## src/rtl/apu_link_pkg.sv

```systemverilog
// Shared definitions for the nibble-encoded APU register link: the byte layout,
// the encoder, and the default clock/baud values that the receiver also uses.
package apu_link_pkg;

  localparam int DEF_CLK_HZ = 12_000_000;
  localparam int DEF_BAUD   = 9_600;

  // Nibble-byte layout: {0, addr[1:0], hi, nib[3:0]}
  localparam int ADDR_MSB = 6;
  localparam int ADDR_LSB = 5;
  localparam int HI_BIT   = 4;
  localparam int NIB_MSB  = 3;

  typedef enum logic [1:0] {TX_IDLE, TX_START, TX_DATA, TX_STOP} tx_state_e;
  typedef enum logic [1:0] {WR_IDLE, WR_BYTE0, WR_BYTE1} wr_state_e;

  function automatic logic [7:0] encode_nibble(input logic [1:0] addr, input logic hi,
                                               input logic [3:0] nib);
    logic [7:0] b;
    b                   = '0;
    b[ADDR_MSB:ADDR_LSB] = addr;
    b[HI_BIT]            = hi;
    b[NIB_MSB:0]         = nib;
    return b;
  endfunction

endpackage

```

## src/rtl/apu_reg_uart_tx_if.sv

```systemverilog
// Register-write handshake between a host and the APU link transmitter.
interface apu_reg_uart_tx_if;
  logic       wr_valid;
  logic [1:0] wr_addr;
  logic [7:0] wr_data;
  logic       wr_ready;

  modport master (output wr_valid, wr_addr, wr_data, input wr_ready);
  modport slave  (input wr_valid, wr_addr, wr_data, output wr_ready);
endinterface

```

## src/rtl/uart_tx_byte.sv

```systemverilog
// Generic 8N1/8N2 byte serializer. A load is taken while idle or on the final
// stop-bit clock, so consecutive bytes can be sent with no idle gap.
module uart_tx_byte
  import apu_link_pkg::*;
#(
  parameter int BAUD_DIV  = 1250,
  parameter int STOP_BITS = 1
) (
  input  logic       clk,
  input  logic       rst_n,
  input  logic       load,
  input  logic [7:0] data,
  output logic       ready,
  output logic       done,
  output logic       tx
);

  localparam int CNT_W = $clog2(BAUD_DIV);

  tx_state_e        state;
  logic [CNT_W-1:0] baud_cnt;
  logic [2:0]       bit_idx;
  logic [7:0]       shift;
  logic             bit_end;

  assign bit_end = (baud_cnt == CNT_W'(BAUD_DIV - 1));
  assign ready   = (state == TX_IDLE);
  // done marks the last clock of the last stop bit; a chained load lands here.
  assign done    = (state == TX_STOP) && bit_end && (bit_idx == 3'(STOP_BITS - 1));

  // NOTE: sequential state uses non-blocking assignments so every register sees pre-edge values.
  always_ff @(posedge clk) begin
    if (!rst_n) begin
      state    <= TX_IDLE;
      tx       <= 1'b1;
      baud_cnt <= '0;
      bit_idx  <= '0;
      shift    <= '0;
    end else if (load && (ready || done)) begin
      state    <= TX_START;
      tx       <= 1'b0;
      shift    <= data;
      baud_cnt <= '0;
      bit_idx  <= '0;
    end else begin
      case (state)
        TX_IDLE: tx <= 1'b1;
        TX_START: begin
          if (bit_end) begin
            baud_cnt <= '0;
            bit_idx  <= '0;
            state    <= TX_DATA;
            tx       <= shift[0];
          end else baud_cnt <= baud_cnt + CNT_W'(1);
        end
        TX_DATA: begin
          if (bit_end) begin
            baud_cnt <= '0;
            if (bit_idx == 3'd7) begin
              bit_idx <= '0;
              state   <= TX_STOP;
              tx      <= 1'b1;
            end else begin
              bit_idx <= bit_idx + 3'd1;
              tx      <= shift[bit_idx + 3'd1];
            end
          end else baud_cnt <= baud_cnt + CNT_W'(1);
        end
        TX_STOP: begin
          if (bit_end) begin
            baud_cnt <= '0;
            if (done) state <= TX_IDLE;
            else      bit_idx <= bit_idx + 3'd1;
          end else baud_cnt <= baud_cnt + CNT_W'(1);
        end
        default: state <= TX_IDLE;
      endcase
    end
  end

endmodule

```

## src/rtl/apu_reg_uart_tx.sv

```systemverilog
// APU register-write transmitter: accepts one (addr, data) write and sends it
// as two nibble bytes, low nibble first, through a shared byte serializer.
module apu_reg_uart_tx
  import apu_link_pkg::*;
#(
  parameter int CLK_HZ    = DEF_CLK_HZ,
  parameter int BAUD      = DEF_BAUD,
  parameter int STOP_BITS = 1
) (
  input  logic                clk,
  input  logic                rst_n,
  apu_reg_uart_tx_if.slave    wr,
  output logic                tx,
  output logic                busy,
  output logic                done
);

  localparam int BAUD_DIV = CLK_HZ / BAUD;

  if (BAUD_DIV < 2) begin : g_bad_div
    $error("apu_reg_uart_tx: CLK_HZ/BAUD must be at least 2");
  end
  if (STOP_BITS < 1 || STOP_BITS > 2) begin : g_bad_stop
    $error("apu_reg_uart_tx: STOP_BITS must be 1 or 2");
  end

  wr_state_e  state;
  logic       ready_q;
  logic [1:0] addr_q;
  logic [3:0] hi_nib_q;
  logic       accept;
  logic       load;
  logic [7:0] byte_data;
  logic       byte_ready;
  logic       byte_done;

  assign wr.wr_ready = ready_q;
  assign accept      = wr.wr_valid && ready_q && byte_ready;

  // NOTE: every always_comb output gets a default first, so no path can infer a latch.
  always_comb begin
    load      = 1'b0;
    byte_data = encode_nibble(wr.wr_addr, 1'b0, wr.wr_data[3:0]);
    case (state)
      WR_IDLE:  load = accept;
      WR_BYTE0: begin
        load      = byte_done;
        byte_data = encode_nibble(addr_q, 1'b1, hi_nib_q);
      end
      default: load = 1'b0;
    endcase
  end

  always_ff @(posedge clk) begin
    if (!rst_n) begin
      state    <= WR_IDLE;
      ready_q  <= 1'b1;
      busy     <= 1'b0;
      done     <= 1'b0;
      addr_q   <= '0;
      hi_nib_q <= '0;
    end else begin
      done <= 1'b0;
      case (state)
        WR_IDLE: begin
          if (accept) begin
            state    <= WR_BYTE0;
            ready_q  <= 1'b0;
            busy     <= 1'b1;
            addr_q   <= wr.wr_addr;
            hi_nib_q <= wr.wr_data[7:4];
          end
        end
        WR_BYTE0: if (byte_done) state <= WR_BYTE1;
        WR_BYTE1: begin
          if (byte_done) begin
            state   <= WR_IDLE;
            ready_q <= 1'b1;
            busy    <= 1'b0;
            done    <= 1'b1;
          end
        end
        default: state <= WR_IDLE;
      endcase
    end
  end

  uart_tx_byte #(
    .BAUD_DIV  (BAUD_DIV),
    .STOP_BITS (STOP_BITS)
  ) u_byte (
    .clk   (clk),
    .rst_n (rst_n),
    .load  (load),
    .data  (byte_data),
    .ready (byte_ready),
    .done  (byte_done),
    .tx    (tx)
  );

endmodule
```

## src/flat_wrapper.sv

```systemverilog
// flat-port wrapper written by rule: the top's interface ports become plain ports
module apu_reg_uart_tx_flat import apu_link_pkg::*;
#(
  parameter int CLK_HZ    = DEF_CLK_HZ,
  parameter int BAUD      = DEF_BAUD,
  parameter int STOP_BITS = 1
)
  (clk, rst_n, tx, busy, done, wr_wr_valid, wr_wr_addr, wr_wr_data, wr_wr_ready);
  apu_reg_uart_tx_if wr_i ();
  input  logic clk;
  input  logic rst_n;
  output logic tx;
  output logic busy;
  output logic done;
  input wire logic [$bits(wr_i.wr_valid)-1:0] wr_wr_valid;
  input wire logic [$bits(wr_i.wr_addr)-1:0] wr_wr_addr;
  input wire logic [$bits(wr_i.wr_data)-1:0] wr_wr_data;
  output wire logic [$bits(wr_i.wr_ready)-1:0] wr_wr_ready;
  assign wr_i.wr_valid = wr_wr_valid;
  assign wr_i.wr_addr = wr_wr_addr;
  assign wr_i.wr_data = wr_wr_data;
  assign wr_wr_ready = wr_i.wr_ready;
  apu_reg_uart_tx #(.CLK_HZ(CLK_HZ), .BAUD(BAUD), .STOP_BITS(STOP_BITS)) u_core (.clk(clk), .rst_n(rst_n), .wr(wr_i), .tx(tx), .busy(busy), .done(done));
endmodule
```

## config.mk

```make
export PLATFORM = sky130hd
export DESIGN_NAME = apu_reg_uart_tx_flat
export DESIGN_NICKNAME = d
export VERILOG_FILES = /design/src/rtl/apu_link_pkg.sv /design/src/rtl/apu_reg_uart_tx_if.sv /design/src/rtl/uart_tx_byte.sv /design/src/rtl/apu_reg_uart_tx.sv /design/src/flat_wrapper.sv
export SDC_FILE = /design/constraint.sdc
export NUM_CORES = 1
export LEC_CHECK = 0
export CORE_ASPECT_RATIO = 0.9
export CORE_MARGIN = 3
export CORE_UTILIZATION = 35
export CTS_CLUSTER_SIZE = 8
export DETAILED_ROUTE_END_ITERATION = 12
export GPL_ROUTABILITY_DRIVEN = 0
export PLACE_DENSITY = 0.54
export SLEW_MARGIN = 20
export SYNTH_ARGS = -nofsm -noshare
export SYNTH_HDL_FRONTEND = slang
export SYNTH_HIERARCHICAL = 1
export SYNTH_SLANG_ARGS = --single-unit
```

## constraint.sdc

```tcl
create_clock -name clk -period 5.29 [get_ports clk]
set_input_delay 0.7935 -clock clk [delete_from_list [all_inputs] [get_ports clk]]
set_output_delay 0.7935 -clock clk [all_outputs]
set_load 0.01 [all_outputs]
```

; Word level (Yosys, flattened, before mapping)
; Cells that the tools add are included.
[word_totals]
elab_cells = 93
ff_bits = 36
input_bits = 13
[classes]
n_mux = 33
magnitude_cmp = 1
bitwise_logic = 1
reduce_logical = 23
n_eq_ne = 21
n_addsub = 2
[ops]
columns = cell, n
row1 = $mux 3, 5
row2 = $mux 2, 7
row3 = $pmux 2 s3, 2
row4 = $reduce_and 6->1, 2
row5 = $add 11x1->11 const B, 1
row6 = $eq 11x11->1 const B, 1
row7 = $mux 1, 11
row8 = $mux 11, 1
row9 = $ne 2x2->1 const B, 5
row10 = $ne 3x3->1 const B, 3
row11 = $pmux 3 s3, 1
row12 = $reduce_and 3->1, 3
row13 = $ne 2x1->1 const B, 4
row14 = $reduce_bool 4->1, 2
row15 = $mux 7, 1
row16 = $eq 2x2->1 const B, 3
row17 = $pmux 1 s2, 3
row18 = $logic_and 1x1->1, 5
row19 = $reduce_and 5->1, 1
row20 = $eq 2x1->1 const B, 2
row21 = $logic_not 2->1, 2
row22 = $lt 3x4->1 const B, 1
row23 = $reduce_and 2->1, 2
row24 = $add 3x1->3 const B, 1
row25 = 12 further kinds, 12

; Longest topological paths before layout
[depth]
ltp_word = 7
depth_mapped = 10
ltp_nobuf = 8

; Hierarchy
; Netlist, hierarchy kept.
[modules_own_cells]
columns = module, area_per_inst_um2, cells_each, n_inst
row1 = uart_tx_byte, 1491.4, 170, 1
row2 = apu_reg_uart_tx, 541.8, 67, 1

; Worst setup path after synthesis
; OpenSTA, ideal clock, no wires.
[synth_timing]
path_type = reg2reg
start = register u_core.u_byte.state[0]
end = register u_core.u_byte.baud_cnt[7]
stages_incl_launch_ff = 9
required_time_ps = 5165
setup_slack_ps = 2952
n_path_buf = 1
synth_period_minus_slack_ps = 2338
t_arrival_ps = 2213
path_cell_list = dfxtp_1 -> ha_1 -> nand3b_1 -> nor4_1 -> a21o_1 -> clkbuf_1 -> a211oi_1 -> a32oi_1 -> o21ai_0
[synth_via]
elab_chain_len = 6
elab_cells_between_ends = 12
[synth_rtl]
columns = element, line_no
row1 = "start, declared", uart_tx_byte.sv:20  ; tx_state_e state;
row2 = "start signal, assigned", uart_tx_byte.sv:34  ; state <= TX_IDLE;
row3 = "start signal, assigned", uart_tx_byte.sv:40  ; state <= TX_START;
row4 = "start signal, assigned", uart_tx_byte.sv:52  ; state <= TX_DATA;
row5 = $eq 2x2->1, uart_tx_byte.sv:29  ; assign done = (state == TX_STOP) && bit_end && (bit_idx == 3'(STOP_BITS - 1));
row6 = $logic_and 1x1->1 (2 in series), uart_tx_byte.sv:29
row7 = named net u_core.byte_done, apu_reg_uart_tx.sv:35  ; logic byte_done;
row8 = $pmux 1 s2, apu_reg_uart_tx.sv:44  ; case (state)
row9 = named net u_core.load, apu_reg_uart_tx.sv:32  ; logic load;
row10 = $logic_and 1x1->1, uart_tx_byte.sv:39  ; end else if (load && (ready || done)) begin
row11 = $reduce_or 2->1 (no source line), -
row12 = "end signal, assigned", uart_tx_byte.sv:54  ; end else baud_cnt <= baud_cnt + CNT_W'(1);
row13 = "end signal, assigned", uart_tx_byte.sv:67  ; end else baud_cnt <= baud_cnt + CNT_W'(1);
row14 = "end signal, assigned", uart_tx_byte.sv:74  ; end else baud_cnt <= baud_cnt + CNT_W'(1);
row15 = "end, declared", uart_tx_byte.sv:21  ; logic [CNT_W-1:0] baud_cnt;
; The timed path passes the listed nets, and every way through them passes these cells.
; A chain may end at the register's enable or synchronous reset.

; Final worst setup path
[layout_timing]
start = register u_core.u_byte.state[0]
end = register u_core.u_byte.state[1]
[layout_via]
elab_chain_len = 6
elab_cells_between_ends = 19
[layout_rtl]
columns = element, line_no
row1 = $eq 2x2->1, uart_tx_byte.sv:29
row2 = $logic_and 1x1->1 (2 in series), uart_tx_byte.sv:29
row3 = named net u_core.byte_done, apu_reg_uart_tx.sv:35
row4 = $pmux 1 s2, apu_reg_uart_tx.sv:44
row5 = named net u_core.load, apu_reg_uart_tx.sv:32
row6 = $logic_and 1x1->1, uart_tx_byte.sv:39
row7 = $reduce_or 2->1 (no source line), -
; The timed path passes the listed nets, and every way through them passes these cells.

==> impl_metrics.ini <==
[synth]
ys_seq_area_share_pct = 35.45
synth-simple-area-share_pct = 25.78
yosysTopAreaCell = dfxtp_1
synthAdderAreaFrac_pct = 6.154
ys_ff_latch = 36
synth-xor-area-share_pct = 3.446
synth-edff-count = 0
synth_top_family_by_area = simple AND/OR/NAND/NOR gates
ys_types = 54
synth_compound_area_share_pct = 18.40
synth_mux_area_share_pct = 5.723
syn_nets = 260
synth_top_area_share_pct = 35.45
synth_commonest_cells = 36 x dfxtp_1, 36 x nand2_1, 16 x nor2_1
syn_inst = 237
synth_area_leaders = dfxtp_1 35%, nand2_1 6.6%, ha_1 6.2%, nand3_1 3.4%, o21ai_0 3.4%
synth_area_per_cell_um2 = 8.579
synth-async-reset-ratio_pct = 0
synth_warnings = 6
synth-main-ff-cell = dfxtp_1
syn-cell-area_um2 = 2033

[drt]
drc_errors = 0
vias_per_cell = 5.296
wirelength_mm = 4.568
ant_nets = 0
wl_per_cell_um = 14.36
drtPass1Iterations = 4
drt_iter0_drc = 131
vias = 1684

[critical_path]
end_kind = flop
critPathRequiredTime_ns = 5.45
arrival_ns = 3.33
slowest_stage = nor4_1
critPathMaxFanout = 13
slowest_delay_ns = 0.75
critPathKind = flop to flop
cpLargestDelayFamily = simple AND/OR/NAND/NOR gates
cp_cell_sequence = ha_1, nand3b_1, nor4_1, a21o_1, inv_1, o21ai_0, nor3_1
path_buf_inv = 1
startpoint_type = flop

[final_layout]
area_growth_pct = 15.45
antenna_cells = 0
fin_nets = 273
n_fill_cell = 575
drive_gt1_share_pct = 7.570

[place]
hpwlAfterDp_mm = 3.284
portBuffers = 16

[clock_tree]
cts_num_sinks = 36
cts.reportedPaths.clkPinSlew_ns = 0.08
htreeDepth = 2
numCtsBuffers = 5
clockBufferDepth = 2
cts_setup_buffers = 0
postCtsHoldBufs = 0
cts_tree = built
cts_root_buffer = clkbuf_8
ctsResizeCount = 0
clk_latency_ns = 0.30

[worst_hold_path]
hp-class = flop to flop

[timing]
hold_violations = 0
max_slew.worst_pin.slew_ns = 0.8443
rsz0062_at_grt = false
setup_viol = 0
slew_violations = 0
max_freq_mhz = 316.1
clock_skew_ns = 0.007404
setup_tns_ns = 0
finalCriticalPeriod_ns = 3.163
max_slew_margin_pct = 43.47
fin_crit_sh_pct = 59.79

[global_route]
grt_pass1_vias = 1546
grt_use_total_pct = 14.28
grt_pass1_wl_mm = 7.686
grt_overflow = 0
antenna_found_initial = 0
grt_max_degree = 22

[run_status]
status = finished clean

[pwr]
powerDensity_nw_per_um2 = 312.4
vdd_drop_max_uv = 159.4
leakagePower_nw = 0.8684
p_total_mw = 0.7334

[floorplan]
die_x_um = 86.34
core-area_um2 = 5443
io_pins = 17
die_y_um = 78.31
fp-row-count = 25
dieArea_um2 = 6761
initial_utilization_pct = 37.36

[run]
maxCapViolations = 0
worst paths after layout:
kind,startpoint,to,slack [ns],depth (start not counted)
worst max-delay path,u_core/u_byte/state[0],u_core/u_byte/state[1],2.13,7
worst min-delay path,u_core/addr_q[0],u_core/addr_q[0],0.46,2
worst max register to register,u_core/u_byte/state[0],u_core/u_byte/state[1],2.13,7
worst min register to register,u_core/addr_q[0],u_core/addr_q[0],0.46,2
cell families (layout without fill, tap and decap cells):
| family | after synthesis | in the layout |
|---|---|---|
| and+or+nand+nor | 100 | 100 |
| DFF | 36 | 36 |
| AOI/OAI and AO/OA | 53 | 53 |
| adders and majority gates | 10 | 10 |
| muxes | 9 | 9 |
| buffers and inverters | 20 | 34 |
| xor gates and xnor gates | 8 | 8 |
| other | 1 | 1 |
cell type report:
class                           instances  area [um^2]  area share, %
Tap cell                               67        83.83          3.571
Multi-Input combinational cell        181         1214          51.71
Clock buffer                            7        96.34          4.104
Sequential cell                        36        720.7          30.70
Timing Repair Buffer                   16        160.2          6.823
Clock inverter                          1        30.03          1.279
Inverter                               10        42.54          1.812
layout by cell type, fill, tap and decap left out, types with 2 or more instances in the layout:
cell type        instances
inv_1                    9
a21oi_1                 13
o21a_1                   3
nand2_1                 36
nor4_1                   4
o21ai_0                 14
or3_1                    3
ha_1                    10
dfxtp_1                 36
nor3_1                   4
xnor2_1                  5
xor2_1                   3
mux4_2                   2
and3b_1                  2
nand3b_1                 2
clkdlybuf4s50_1         16
a31oi_1                  3
nor2_1                  16
nand2b_1                 4
clkbuf_8                 7
nor2b_1                  4
mux2i_1                  6
o2111ai_1                2
o211ai_1                 5
nand3_1                 14
state kept, by name, indices dropped and copies added, names as in the netlist:
signal,flops
u_core/done,1
u_core/addr_q,2
u_core/u_byte/baud_cnt,11
u_core/wr.wr_ready,1
u_core/u_byte/tx,1
u_core/hi_nib_q,4
u_core/u_byte/bit_idx,3
u_core/u_byte/state,2
u_core/busy,1
u_core/state,2
u_core/u_byte/shift,8
metal layers:
layer / vias to the layer above / GRT usage (%) / share of wire, %
met4: 0 / 4.673 / 1.1
met1: 786 / 21.18 / 55
li1: 868 / - / -
met2: 24 / 19.65 / 40
met3: 6 / 3.882 / 3.7
met5: - / 0 / 0
worst reg2reg max path, delay by kind of cell, from the launching register on:
family                     cells  cell delay, ns
and+or+nand+nor                3            1.13
buffers and inverters          1            0.22
AOI/OAI and AO/OA              2            0.95
adders and majority gates      1            0.31
DFF                            1            0.42
power breakdown:
part	total, mW	switching (mW)	internal, mW
registers	0.308	0.0161	0.292
logic	0.153	0.0891	0.0641
clock network	0.272	0.106	0.166
total	0.733	0.211	0.522
through the flow:
| step | cell area (um^2) | hold WS (ns) | setup WS [ns] | instances | utilization (%) |
|---|---|---|---|---|---|
| detailed placement | 2221 | 0.4494 | 2.174 | 310 | 40.80 |
| global route | 2347 | 0.4853 | 1.794 | 318 | 43.13 |
| CTS | 2347 | 0.4613 | 2.138 | 318 | 43.13 |
| floorplan | 2033 | 0.4350 | 2.952 | 237 | - |
| finish | 2347 | 0.4631 | 2.127 | 318 | 43.13 |
| global placement | 2221 | 0.4449 | 2.340 | 310 | 40.80 |
No activity file was read; power rests on OpenSTA's default activity.
